`config.mk`:
```
export PLATFORM = sky130hd
export DESIGN_NAME = i4004_serial_adder
export DESIGN_NICKNAME = d
export VERILOG_FILES = /design/src/rtl/i4004_pkg.sv /design/src/rtl/i4004_digit_adder.sv /design/src/rtl/i4004_serial_adder.sv
export SDC_FILE = /design/constraint.sdc
export NUM_CORES = 1
export LEC_CHECK = 0
export BUFFER_PORTS_ARGS = -buffer_cell sky130_fd_sc_hd__buf_4
export CAP_MARGIN = 5
export CORE_ASPECT_RATIO = 0.6
export CORE_MARGIN = 3
export CORE_UTILIZATION = 52
export CTS_BUF_LIST = sky130_fd_sc_hd__clkbuf_8
export CTS_CLUSTER_SIZE = 12
export DETAILED_ROUTE_END_ITERATION = 8
export HOLD_SLACK_MARGIN = 0.05
export PLACE_DENSITY = 0.78
export SLEW_MARGIN = 20
export SYNTH_ARGS = -nofsm -noshare
export SYNTH_HDL_FRONTEND = slang
export SYNTH_SLANG_ARGS = --single-unit
```
`constraint.sdc`:
```
create_clock -name clk -period 3.25 [get_ports clk]
set_clock_uncertainty 0.2 [all_clocks]
set_input_delay 0.1625 -clock clk [delete_from_list [all_inputs] [get_ports clk]]
set_output_delay 0.1625 -clock clk [all_outputs]
set_load 0.01 [all_outputs]
```
`src/rtl/i4004_pkg.sv`:
```
// Shared types and constants for the i4004 digit-serial adder.
// Holds the sequencer state encoding, the BCD constants and the
// digit-counter sizing helper used by the top level.
package i4004_pkg;

   typedef enum logic [1:0] {
      IDLE = 2'd0,
      RUN  = 2'd1,
      DONE = 2'd2
   } state_e;

   localparam int BCD_MAX = 9;
   localparam int BCD_ADJ = 6;

   // Counter must be able to hold values 0..NDIGITS
   function automatic int cnt_width(input int ndigits);
      return $clog2(ndigits + 1);
   endfunction

endpackage

```
`src/rtl/i4004_digit_adder.sv`:
```
// Single-digit adder: binary or decimal-adjusted, with optional complement of B.
// Latency: combinational (0 cycles).
// Backpressure: none, pure function of its inputs.
module i4004_digit_adder
   import i4004_pkg::*;
#(
   parameter int DW = 4
) (
   input  logic [DW-1:0] ad,
   input  logic [DW-1:0] bd,
   input  logic          c,
   input  logic          bcd,
   input  logic          sub,
   output logic [DW-1:0] digit,
   output logic          carry
);

   // Binary path: ones-complement of B for subtract, carry acts as not-borrow
   logic [DW-1:0] bd_bin;
   logic [DW:0]   raw_bin;

   assign bd_bin  = sub ? ~bd : bd;
   assign raw_bin = {1'b0, ad} + {1'b0, bd_bin} + {{DW{1'b0}}, c};

   generate
      if (DW == 4) begin : g_bcd
         logic [3:0] bd_dec;
         logic [4:0] raw_dec;
         logic [3:0] adj;

         // Nines-complement of B wraps mod 16 so non-decimal digits stay deterministic
         assign bd_dec  = sub ? (4'(BCD_MAX) - bd) : bd;
         assign raw_dec = {1'b0, ad} + {1'b0, bd_dec} + {4'b0000, c};
         assign adj     = raw_dec[3:0] + 4'(BCD_ADJ);

         // Select decimal-adjusted or plain binary result for this digit
         always_comb begin
            digit = raw_bin[3:0];
            carry = raw_bin[4];
            if (bcd) begin
               if (raw_dec > 5'(BCD_MAX)) begin
                  digit = adj;
                  carry = 1'b1;
               end else begin
                  digit = raw_dec[3:0];
                  carry = 1'b0;
               end
            end
         end
      end else begin : g_bin
         // Decimal mode only makes sense for 4-bit digits; the flag is dropped here
         logic unused_bcd;
         assign unused_bcd = bcd;
         assign digit      = raw_bin[DW-1:0];
         assign carry      = raw_bin[DW];
      end
   endgenerate

endmodule

```
`src/rtl/i4004_serial_adder.sv`:
```
// Digit-serial add/subtract over NDIGITS digits, least-significant digit first.
// Latency: done pulses NDIGITS+1 cycles after the accepting start edge.
// Backpressure: start is ignored while busy; accepted in IDLE or on the done cycle.
module i4004_serial_adder
   import i4004_pkg::*;
#(
   parameter int NDIGITS = 4,
   parameter int DW      = 4
) (
   input  logic                  clk,
   input  logic                  rst_n,
   input  logic                  start,
   input  logic                  mode_bcd,
   input  logic                  sub,
   input  logic                  cin,
   input  logic [NDIGITS*DW-1:0] a,
   input  logic [NDIGITS*DW-1:0] b,
   output logic                  busy,
   output logic                  done,
   output logic [NDIGITS*DW-1:0] sum,
   output logic                  cout,
   output logic                  zero
);

   localparam int             W    = NDIGITS * DW;
   localparam int             CW   = cnt_width(NDIGITS);
   localparam logic [CW-1:0]  LAST = CW'(NDIGITS - 1);

   state_e        state_q;
   logic [CW-1:0] cnt_q;
   logic [W-1:0]  a_q;
   logic [W-1:0]  b_q;
   logic [W-1:0]  acc_q;
   logic [W-1:0]  acc_d;
   logic          carry_q;
   logic          bcd_q;
   logic          sub_q;
   logic          busy_q;
   logic          done_q;
   logic [W-1:0]  sum_q;
   logic          cout_q;
   logic          zero_q;

   logic [DW-1:0] digit;
   logic          dcarry;

   i4004_digit_adder #(
      .DW (DW)
   ) u_digit (
      .ad    (a_q[DW-1:0]),
      .bd    (b_q[DW-1:0]),
      .c     (carry_q),
      .bcd   (bcd_q),
      .sub   (sub_q),
      .digit (digit),
      .carry (dcarry)
   );

   // New digit enters at the top; after NDIGITS shifts digit 0 sits at the bottom
   assign acc_d = W'({digit, acc_q} >> DW);

   // Sequencer, operand/result shift registers and registered outputs
   always_ff @(posedge clk or negedge rst_n) begin
      if (!rst_n) begin
         state_q <= IDLE;
         cnt_q   <= '0;
         a_q     <= '0;
         b_q     <= '0;
         acc_q   <= '0;
         carry_q <= 1'b0;
         bcd_q   <= 1'b0;
         sub_q   <= 1'b0;
         busy_q  <= 1'b0;
         done_q  <= 1'b0;
         sum_q   <= '0;
         cout_q  <= 1'b0;
         zero_q  <= 1'b0;
      end else begin
         done_q <= 1'b0;
         case (state_q)
            IDLE, DONE: begin
               if (start) begin
                  a_q     <= a;
                  b_q     <= b;
                  bcd_q   <= mode_bcd;
                  sub_q   <= sub;
                  carry_q <= sub ? ~cin : cin;
                  cnt_q   <= '0;
                  acc_q   <= '0;
                  busy_q  <= 1'b1;
                  state_q <= RUN;
               end else begin
                  state_q <= IDLE;
               end
            end
            RUN: begin
               a_q     <= a_q >> DW;
               b_q     <= b_q >> DW;
               acc_q   <= acc_d;
               carry_q <= dcarry;
               cnt_q   <= cnt_q + CW'(1);
               if (cnt_q == LAST) begin
                  // Publish result, carry and zero flag together with done
                  sum_q   <= acc_d;
                  cout_q  <= dcarry;
                  zero_q  <= (acc_d == '0);
                  busy_q  <= 1'b0;
                  done_q  <= 1'b1;
                  state_q <= DONE;
               end
            end
            default: state_q <= IDLE;
         endcase
      end
   end

   assign busy = busy_q;
   assign done = done_q;
   assign sum  = sum_q;
   assign cout = cout_q;
   assign zero = zero_q;

endmodule

```
==> impl_metrics.toml, run 1 <==
[run_status]
status = "finished clean"

[timing]
setup_viol = 0
totalNegativeSetupSlack_ns = 0
drv_slew = 0
tightestPinTransition_ns = 0.879
min_period_over_period_pct = 95.4
hold_violations = 0
slew_headroom_pct = 41.4
hold_slack_ns = 0.149
fmax_mhz = 322
min_period_ns = 3.10
rsz0062_at_grt = "no"

[final_layout]
final_cells = 472
nets = 439
layout_commonest_cell = "dfrtp_1"
final_cell_mix = "dfrtp_1 (72), buf_4 (64), nand2_1 (59)"
drive_above_1_share_pct = 26.3
insertedDiodeCount = 0
syn_to_final_growth_pct = 33.4

[worst_setup_path]
path_max_fanout = 5
cp-start-kind = "flip-flop"
cp_data_required_time_ns = 3.27
crit_slowest_cell = "dfrtp_1"
crit_arrival_ns = 3.12
critPathBufInv = 3
end_kind = "flip-flop"
crit_chain = "inv_2 -> ha_1 -> nand2_1 -> o21ai_0 -> ha_2 -> xnor2_2 -> inv_1 -> ha_1 -> inv_1 -> o22a_1 -> a31oi_4 -> xnor2_2 -> a21oi_2 -> mux2_1"
critPathMaxStageDelay_ns = 0.41
crit_type = "reg -> reg"
critPathTopFamily = "adder cells"

[routing]
wirelength_um = 7490
drc = 0
antenna_left = 0
via_per_inst = 5.36
drt-initial-drc-count = 149
num_vias = 2530
first_pass_iters = 4
wire_per_inst_um = 15.9

[place]
dp_hpwl_um = 4890
place_congestion = 0.784
dp.cells = 421
port_buffers = 57

[clocking]
clkSinkCount = 72
cts_htree_levels = 3
clock_path_buffers = 2
path_clk_slew_ns = 0.07
cts_buffers = 9
cts_tree = "done"
cts_root_buffer = "clkbuf_8"
clk-insertion-delay-late_ns = 0.34

[pwr]
switching_share_pct = 41.5
irDropWorstVdd_v = 0.000576
pwr-share-clk_pct = 12.7
p_leak_nw = 2.15
power_frac_seq_pct = 31.0
p_sw_mw = 2.14
pwr-share-comb_pct = 56.3
powerDensity_mw_per_mm2 = 1180
p_int_mw = 3.01

[synth]
synth-edff-count = 0
avgSynthCellArea_um2 = 11.1
yosys_warnings = 0
synthArstFlopShare_pct = 100
yosys_most_used_dff = "dfrtp_1"
syn_nets = 345
synth_cell_types = 39
ys_ff_latch = 72
synth_seq_area_share_pct = 55.0
synthCells = 294
synth_area_mm2 = 0.00327

[global_routing]
grt_pass1_vias = 2459
gr-usage-met2_pct = 31.3
met3_usage_pct = 5.54
track_usage_pct = 22.5
antenna_found_initial = 0
gr-total-overflow = 0
grt_pass1_wl_um = 12500
top_usage_layer = "met1"
use_met1_pct = 35.0
grt_max_degree = 73

[die]
num_rows = 21
fp.dieH_um = 67.5
ios = 58
fp.coreArea_mm2 = 0.00583
initial_utilization_pct = 56.1
die_w_um = 108
dieArea_mm2 = 0.00732

[flow_run]
cap_violations = 0

[worst_hold_path]
hold_class = "in -> reg"
==> through the flow <==
stage | util [%] | total power [mW] | setup slack, ns | cell area, um2
floorplan | - | 3.52 | 0.00503 | 3270
global placement | 65.3 | 4.25 | 0.159 | 3810
detailed placement | 65.3 | 4.31 | 0.0499 | 3810
CTS | 74.5 | 5.01 | 0.0349 | 4350
global route | 74.9 | 5.53 | 0.0288 | 4370
finish | 74.9 | 5.14 | 0.148 | 4370
==> kinds of logic after synthesis <==
logic type / after synthesis / synth area share, %
compound gates: 71 / 16.9
xor+xnor: 9 / 2.41
fa+ha+maj: 13 / 5.66
buf+inv: 27 / 3.10
flops: 72 / 55.0
mux: 16 / 5.46
simple gates: 86 / 11.5
==> final cells by class <==
cell class | count | area, um2
inverters | 10 | 37.5
multi-input cells | 195 | 1410
well taps | 80 | 100
flip-flops and latches | 72 | 1800
clock inverters | 6 | 55.1
clock buffers | 9 | 124
fillers | 389 | 1470
repair buffers | 100 | 841
==> synthesized netlist by cell type (4+ instances only) <==
cell / count / share of area (%)
a22oi_1: 22 / 5.0
ha_1: 10 / 3.8
xor2_1: 5 / 1.3
a22o_1: 19 / 5.1
mux2_2: 14 / 4.8
nand2_1: 59 / 6.8
clkbuf_1: 17 / 1.9
inv_1: 10 / 1.1
nor2_1: 8 / 0.92
dfrtp_1: 72 / 55
a221o_1: 4 / 1.2
xnor2_1: 4 / 1.1
o21ai_0: 10 / 1.5
nor2b_1: 4 / 0.76
nor3_1: 4 / 0.61
==> worst min-delay path: stages <==
cell     delay, ns
buf_4         0.08
nor2b_4       0.16
nor2_4        0.09
nand2_1       0.08
o21ai_0       0.07
==> final timing paths <==
path                             start   endpoint  slack (ns)  depth (start not counted)
min in group asynchronous        rst_n     a_q[4]        0.28                          2
worst max-delay path            b_q[1]    sum[13]        0.15                         14
max in group asynchronous        rst_n     b_q[1]        1.99                          2
worst max register to register  b_q[1]    sum[13]        0.15                         14
worst min register to register  b_q[4]     b_q[4]        0.28                          2
worst min-delay path             start  acc_q[14]        0.15                          5
==> per-layer routing <==
layer / up-vias / routed length, um
li1: 1236 / -
met5: - / 0
met1: 1199 / 3710
met3: 7 / 483
met4: 0 / 61
met2: 88 / 3230
==> repair_timing <==
action                                  in CTS  in global routing
endpoints found under the hold margin      107                  0
hold buffers                                36                  0
gates resized for setup                      0                  5
setup buffers                                0                  0
endpoints found under the setup margin       0                  3
==> sequential cells by signal, indices dropped and copies added, names as in the netlist, 2 cells and up <==
signal   count
a_q         16
b_q         16
sum         16
acc_q       12
cnt_q        3
state_q      2
==> power groups by stage <==
stage	combinational [mW]	clock (mW)	sequential [mW]
3_3_place_gp	2.66	0	1.58
5_1_grt	3.19	0.703	1.64
2_1_floorplan	1.97	0	1.55
3_5_place_dp	2.71	0	1.60
4_1_cts	2.76	0.661	1.59
6_report	2.89	0.653	1.59
(Power assumes the default switching activity.)
==> run 2: changes to the inputs <==
--- a/config.mk
+++ b/config.mk
@@ -7,7 +7,6 @@
 export LEC_CHECK = 0
 export BUFFER_PORTS_ARGS = -buffer_cell sky130_fd_sc_hd__buf_4
 export CAP_MARGIN = 5
-export CORE_ASPECT_RATIO = 0.6
 export CORE_MARGIN = 3
 export CORE_UTILIZATION = 52
 export CTS_BUF_LIST = sky130_fd_sc_hd__clkbuf_8
==> run 2 against run 1 <==
First-iteration DRC count shrank 1.3%. Clock-buffer cell count unchanged. Setup slack better by 0.024 ns. Non-clock buffer count rose by 2. Register-to-register slack improved by 0.02 ns. Clock power up 13%. Critical endpoint unchanged. Largest cell class unchanged. Largest power group unchanged.
==> impl_metrics.toml, run 2 (synthesis gave the netlist of run 1 again) <==
[run_status]
status = "finished clean"

[clocking]
cts_root_buffer = "clkbuf_8"
clock_path_buffers = 2
clk-insertion-delay-late_ns = 0.35
path_clk_slew_ns = 0.08
cts_buffers = 9
clkSinkCount = 72
cts_tree = "done"
cts_htree_levels = 3

[die]
fp.dieH_um = 85.4
fp.coreArea_mm2 = 0.00603
initial_utilization_pct = 54.3
ios = 58
num_rows = 28
die_w_um = 85.4
dieArea_mm2 = 0.00729

[worst_setup_path]
cp_data_required_time_ns = 3.29
end_kind = "flip-flop"
crit_arrival_ns = 3.11
cp-start-kind = "flip-flop"
crit_type = "reg -> reg"
path_max_fanout = 5
ff2ff_path_depth = 14

[final_layout]
nets = 441
syn_to_final_growth_pct = 34.0
drive_above_1_share_pct = 27.6
fill_cells = 416
layout_commonest_cell = "dfrtp_1"
insertedDiodeCount = 0
final_cell_mix = "dfrtp_1 (72), buf_4 (67), nand2_1 (59)"

[global_routing]
track_usage_pct = 23.0
grt_pass1_vias = 2677
antenna_found_initial = 0
gr-total-overflow = 0
grt_pass1_wl_um = 13000
grt_max_degree = 73

[timing]
tightestPinTransition_ns = 0.874
drv_slew = 0
min_period_over_period_pct = 94.7
setup_ws_ns = 0.172
fmax_mhz = 325
totalNegativeSetupSlack_ns = 0
setup_viol = 0
slew_headroom_pct = 41.8
hold_slack_ns = 0.0685
min_period_ns = 3.08
rsz0062_at_grt = "no"
hold_violations = 0

[routing]
wire_per_inst_um = 16.7
via_per_inst = 5.57
num_vias = 2620
antenna_left = 0
drt-initial-drc-count = 147
drc = 0
first_pass_iters = 4
wirelength_um = 7850

[pwr]
powerDensity_mw_per_mm2 = 1190
irDropWorstVdd_v = 0.000754
p_leak_nw = 2.15

[place]
dp_hpwl_um = 4750
dp_slack_ns = 0.00900
place_congestion = 0.889
port_buffers = 57

[worst_hold_path]
hold_class = "in -> reg"
whs_path_depth = 4

[flow_run]
cap_violations = 0
==> run 2: worst paths after layout <==
kind | from | endpoint | slack (ns)
min in group asynchronous | rst_n | sum[8] | 0.25
setup / recovery | b_q[1] | sum[13] | 0.17
hold reg to reg | b_q[10] | b_q[10] | 0.29
hold / removal | cin | carry_q | 0.07
setup reg to reg | b_q[1] | sum[13] | 0.17
max in group asynchronous | rst_n | a_q[9] | 2.02
==> run 2: power by group <==
group | leakage (nW) | switching (mW) | internal, mW
clock | 0.0977 | 0.373 | 0.362
sequential | 0.909 | 0.279 | 1.30
combinational | 1.14 | 1.51 | 1.42
total | 2.15 | 2.16 | 3.08
==> run 2: final cells by class <==
type / instances / area [um2] / area share [%]
timing repair buffer: 102 / 853 / 19.4
tap: 75 / 93.8 / 2.14
inverter: 10 / 37.5 / 0.855
sequential: 72 / 1800 / 41.1
clock inverter: 7 / 78.8 / 1.80
multi-input combinational: 195 / 1400 / 31.9
clock buffer: 9 / 124 / 2.82
==> run 2: stage by stage <==
step | utilization [%] | total power [mW] | instance area [um2] | instances
4_1_cts | 72.2 | 5.07 | 4350 | 468
6_report | 72.8 | 5.24 | 4390 | 470
2_1_floorplan | - | 3.52 | 3270 | 294
3_5_place_dp | 63.1 | 4.29 | 3800 | 417
3_3_place_gp | 63.1 | 4.17 | 3800 | 417
5_1_grt | 72.8 | 5.66 | 4390 | 470
==> run 2: what timing repair did <==
item                       in CTS  in global routing
resized for setup               0                  4
hold endpoints to repair      106                  0
hold buffers                   35                  0
setup endpoints to repair       0                  5
buffers inserted                0                  2
==> run 2: critical path: stages, from the launching register on <==
cell and delay (ns):
dfrtp_1 0.42, inv_1 0.15, ha_1 0.25, nand2_1 0.06, o21ai_0 0.08, ha_2 0.40
xnor2_2 0.15, inv_1 0.07, ha_1 0.19, inv_1 0.09, o22a_1 0.22, a31oi_4 0.13
xnor2_2 0.17, a21oi_2 0.09, mux2_1 0.31
==> run 2: routing by layer <==
layer	wire length, um	vias up	global-route usage (%)
met2	3860	91	37.5
li1	-	1231	-
met3	434	15	5.73
met1	3350	1283	29.1
met4	205	0	10.1
met5	0	-	0
